--- src/rtl/mem_responder.sv ---
// Word-addressed memory responder for the CPU MAR/MDR interface.
// Accepts a request, waits WAIT_CYCLES, performs the access, then pulses ready.
module mem_responder #(
  parameter int DEPTH       = 256,
  parameter int WAIT_CYCLES = 2
) (
  input  logic        clk,
  input  logic        rst,
  input  logic        req,
  input  logic        we,
  input  logic [15:0] mar,
  input  logic [15:0] mdr_in,
  output logic [15:0] mdr_out,
  output logic        ready,
  output logic        busy,
  output logic        err
);

  localparam int         AW        = (DEPTH > 1) ? $clog2(DEPTH) : 1;
  localparam logic [3:0] WAIT_INIT = 4'(WAIT_CYCLES);

  // state | meaning
  // IDLE  | waiting for req; request fields latched on acceptance
  // WAIT  | counting wait states; access on the edge where cnt==1
  // RESP  | ready high for this single cycle
  localparam logic [1:0] S_IDLE = 2'd0;
  localparam logic [1:0] S_WAIT = 2'd1;
  localparam logic [1:0] S_RESP = 2'd2;

  logic [1:0]  state_q, state_d;
  logic [3:0]  cnt_q, cnt_d;
  logic [15:0] addr_q, addr_d;
  logic [15:0] data_q, data_d;
  logic        we_q, we_d;
  logic [15:0] mdr_out_q, mdr_out_d;
  logic        err_q, err_d;

  logic [15:0] mem [DEPTH];

  logic          acc_fire;
  logic          acc_we;
  logic [15:0]   acc_addr;
  logic [15:0]   acc_data;
  logic          acc_in_range;
  logic [AW-1:0] acc_idx;

  always_comb begin
    state_d  = state_q;
    cnt_d    = cnt_q;
    addr_d   = addr_q;
    data_d   = data_q;
    we_d     = we_q;
    acc_fire = 1'b0;
    acc_addr = addr_q;
    acc_we   = we_q;
    acc_data = data_q;
    case (state_q)
      S_IDLE: begin
        if (req) begin
          addr_d = mar;
          we_d   = we;
          data_d = mdr_in;
          // With no wait states the access uses the live inputs on the acceptance edge.
          if (WAIT_CYCLES == 0) begin
            acc_fire = 1'b1;
            acc_addr = mar;
            acc_we   = we;
            acc_data = mdr_in;
            state_d  = S_RESP;
          end else begin
            cnt_d   = WAIT_INIT;
            state_d = S_WAIT;
          end
        end
      end
      S_WAIT: begin
        cnt_d = cnt_q - 4'd1;
        if (cnt_q == 4'd1) begin
          acc_fire = 1'b1;
          state_d  = S_RESP;
        end
      end
      S_RESP:  state_d = S_IDLE;
      default: state_d = S_IDLE;
    endcase
  end

  // Full 16-bit compare so out-of-range addresses never alias into storage.
  assign acc_in_range = ({16'h0000, acc_addr} < 32'(DEPTH));
  assign acc_idx      = acc_addr[AW-1:0];

  always_comb begin
    mdr_out_d = mdr_out_q;
    err_d     = err_q;
    if (acc_fire) begin
      err_d = ~acc_in_range;
      if (!acc_we) mdr_out_d = acc_in_range ? mem[acc_idx] : 16'h0000;
    end
  end

  always_ff @(posedge clk) begin
    if (!rst) begin
      state_q   <= S_IDLE;
      cnt_q     <= 4'd0;
      addr_q    <= 16'h0000;
      data_q    <= 16'h0000;
      we_q      <= 1'b0;
      mdr_out_q <= 16'h0000;
      err_q     <= 1'b0;
    end else begin
      state_q   <= state_d;
      cnt_q     <= cnt_d;
      addr_q    <= addr_d;
      data_q    <= data_d;
      we_q      <= we_d;
      mdr_out_q <= mdr_out_d;
      err_q     <= err_d;
    end
  end

  // Storage is not reset; a reset on the access edge suppresses the write.
  always_ff @(posedge clk) begin
    if (rst && acc_fire && acc_we && acc_in_range) mem[acc_idx] <= acc_data;
  end

  assign mdr_out = mdr_out_q;
  assign err     = err_q;
  assign ready   = (state_q == S_RESP);
  assign busy    = (state_q != S_IDLE);

endmodule
--- config.mk ---
export PLATFORM = sky130hd
export DESIGN_NAME = mem_responder
export DESIGN_NICKNAME = d
export VERILOG_FILES = /design/src/rtl/mem_responder.sv
export SDC_FILE = /design/constraint.sdc
export NUM_CORES = 2
export LEC_CHECK = 0
export ABC_CLOCK_PERIOD_IN_PS = 4050
export CORE_ASPECT_RATIO = 1.4
export CORE_MARGIN = 2
export CORE_UTILIZATION = 48
export CTS_CLUSTER_SIZE = 10
export DETAILED_ROUTE_END_ITERATION = 16
export HOLD_SLACK_MARGIN = 0.1
export MAX_ROUTING_LAYER = met4
export PLACE_DENSITY = 0.66
export SLEW_MARGIN = 25
export SYNTH_ARGS = -nofsm -noshare
export SYNTH_HDL_FRONTEND = slang
export SYNTH_SLANG_ARGS = --single-unit
--- constraint.sdc ---
create_clock -name clk -period 4.05 [get_ports clk]
set_clock_uncertainty 0.05 [all_clocks]
set_input_delay 0.81 -clock clk [delete_from_list [all_inputs] [get_ports clk]]
set_output_delay 0.81 -clock clk [all_outputs]
set_load 0.005 [all_outputs]
==> flow_summary.yaml <==
floorplan:
  core-area_um2: 334000
  die_w_um: 494
  ioPinCount: 55
  start_util_pct: 48.3
  die_h_um: 689
  dieArea_um2: 340000
  num_rows: 251
layout:
  drive_above_1_share_pct: 25.9
  utilization_pct: 55.9
  area.sequential_um2: 124000
  fillCellCount: 24300
  area_delta_synth_final_pct: 15.8
  multi_input_area_um2: 33600
  final_nets: 8660
routing:
  vias_per_cell: 6.32
  routed_wl_mm: 448
  drc: 0
  wl_per_cell_um: 34.0
  drt-initial-drc-count: 11500
  vias: 83500
  drtAntennaViolNets: 0
  firstDrtPassIters: 6
critical_path:
  cp_top_family: "simple AND/OR/NAND/NOR gates"
  endpoint: "mdr_out[11]"
  slowest_stage: "dfxtp_4"
  path_depth: 8
  path_cells: "buf_12 -> mux4_2 -> mux2_2 -> a21oi_1 -> o31ai_1 -> or4_1 -> nand4_1 -> a22oi_1"
  r2r_cells: 8
  required_ns: 4.77
  critPathCaptureType: "register"
  slowest_delay_ns: 0.82
  worstSetupStartpointType: "register"
  rr_endpoint: "mdr_out[11]"
  critPathKind: "reg -> reg"
  arrival_ns: 4.83
  worst-path-buf-inv: 1
  critPathMaxFanout: 22
  reg2reg_slack_ns: -0.06
global_route:
  grt_pass1_wl_mm: 631
  grt_max_degree: 127
  grt_pass1_vias: 84400
  grt_usage_pct: 26.9
  antenna_found_initial: 24
  grt_overflow: 0
power_and_ir_drop:
  vdd_ir_drop_max_mv: 0.375
  p_leak_nw: 60.5
  p_per_area_nw_per_um2: 477
sta:
  setup_viol: 2
  max_slew_margin_pct: 21.1
  tns_ns: -0.0722
  setup_ws_ns: -0.0597
  rsz0062_at_grt: "false"
  holdWs_ns: 0.371
  timing.fmax_mhz: 243
  post-route-period-util_pct: 101
  hold_viol_final: 0
  drv_slew: 0
  worstMarginPinSlew_ns: 1.17
  min_period_ns: 4.11
synthesis:
  ys_seq_elements: 4160
  ys_seq_area_share_pct: 77.2
  yosysMostFrequentCell: "edfxtp_1"
  syn-num-nets: 7755
  synth-main-ff-cell: "edfxtp_1"
  synth_top_cells_by_area: "edfxtp_1, mux4_2, mux2i_1, nor2_1, dfxtp_1"
  yosys.area.top_type: "edfxtp_1"
  synth.top_cell.area_share_pct: 76.4
  async_flop_share_pct: 0
  ys_warn_count: 0
  synth_edf_count: 4096
  synthDistinctLibCells: 77
  postSynthAreaPerCell_um2: 20.9
  synthCells: 7717
  synth_area_um2: 161000
  synth.cells.most_frequent: "edfxtp_1, mux4_2, mux2i_1"
clock_network:
  cts_buffer_depth: 4
  cts_root_buffer: "clkbuf_16"
  htree_levels: 5
  numCtsBuffers: 458
  tritoncts: "done"
  clock_latency_ns: 0.98
  clk_pin_slew_ns: 0.06
  cts_sinks: 4160
worst_hold_path:
  hold_class: "in -> reg"
  whs_path_depth: 3
run_status:
  violations: "setup timing"
  status: "complete, but fails checks"
place:
  gp_congestion: 0.906
  dp_hpwl_mm: 285
  numPortBuffers: 54
job:
  cap_violations: 0
[state kept, by name, indices dropped and copies added (netlist names), named ones only]
name,flops
state_q,2
acc_we,1
err,1
mdr_out,16
mem,4096
cnt_q,4
acc_data,16
acc_addr,16
[worst register-to-register path, stage by stage (launching register included)]
cell and delay (ns):
dfxtp_4 0.82, buf_12 0.33, mux4_2 0.57, mux2_2 0.33, a21oi_1 0.19, o31ai_1 0.20
or4_1 0.77, nand4_1 0.54, a22oi_1 0.15
[layer usage]
metal / global-route usage [%] / vias to the layer above / routed length [um]
li1: - / 33800 / -
met1: 33.3 / 44200 / 160000
met2: 43.4 / 4576 / 223000
met3: 4.04 / 937 / 38800
met4: 13.8 / 0 / 26700
met5: - / - / 0
[logic make-up (layout without fill, tap and decap cells)]
group,after synthesis,in the layout,synth area share [%]
fa+ha+maj,2,2,0.0155
flops,4160,4160,77.2
compound gates,780,780,3.35
simple gates,949,949,2.62
other cells,0,19,0
buf+inv,470,1513,2.11
mux,1356,1356,14.7
[layout by cell type (no fill, tap or decap), drive strengths merged, types with 6 or more instances in the layout]
master         count
o211ai            27
clkdlybuf4s50     54
a211oi            40
o22ai             97
a221oi            27
a22oi            108
edfxtp          4096
and2              10
or3               16
or2               19
nand2            300
a21oi            145
nor2b             46
nand4             22
o311ai            10
clkinv            10
buf              849
inv               15
mux2i            520
o21ai             87
o41ai              6
nor4              17
a32oi             13
a22o              16
nand3             76
mux4             811
o31ai              7
dfxtp             64
clkbuf           585
and4b              7
mux2              25
nor3              31
a31oi             45
nand2b             8
a2111oi           24
o221ai           100
or3b               6
a311oi             7
diode             19
nor2             368
[stage by stage]
stage,power (mW),instance area (um2),setup WS [ns],std cells
after floorplan,51.4,161000,0.890,7717
after global placement,53.6,174000,-0.589,12600
after detailed placement,53.7,174000,-0.228,12600
after CTS,89.4,186000,0.0351,13200
after global routing,91.1,187000,0.0156,13200
final,89.1,187000,-0.0597,13200
[where the power goes]
part	leakage (nW)	switching [mW]	internal (mW)
registers	40.4	0.251	47.4
clock network	6.00	15.6	20.6
logic	14.1	3.36	1.81
total	60.5	19.2	69.8
[area by class of cell]
| cell class | count | share of cell area, % |
|---|---|---|
| inverters | 12 | 0.0275 |
| multi-input cells | 3087 | 18.0 |
| clock buffers | 585 | 6.52 |
| repair buffers | 903 | 5.69 |
| flip-flops and latches | 4160 | 66.6 |
| well taps | 4427 | 2.97 |
| diodes | 19 | 0.0255 |
| clock inverters | 13 | 0.0952 |
[worst min-delay path by stage]
stage / slack [ns] / startpoint / endpoint
finish: 0.37 / mdr_in[5] / acc_data[5]
global route: 0.38 / mdr_in[6] / acc_data[6]
CTS: 0.32 / mdr_in[5] / acc_data[5]
detailed placement: 0.40 / acc_addr[15] / acc_addr[15]
global placement: 0.39 / acc_addr[9] / acc_addr[9]
floorplan: 0.39 / acc_addr[11] / acc_addr[11]
[timing repair]
| action | CTS | global route |
|---|---|---|
| gates resized for setup | 4 | 0 |
| setup endpoints to repair | 4 | 3 |
| buffers inserted | 6 | 1 |
| hold buffers | 0 | 0 |
| pin swaps | 1 | 0 |
(Power assumes the default switching activity.)
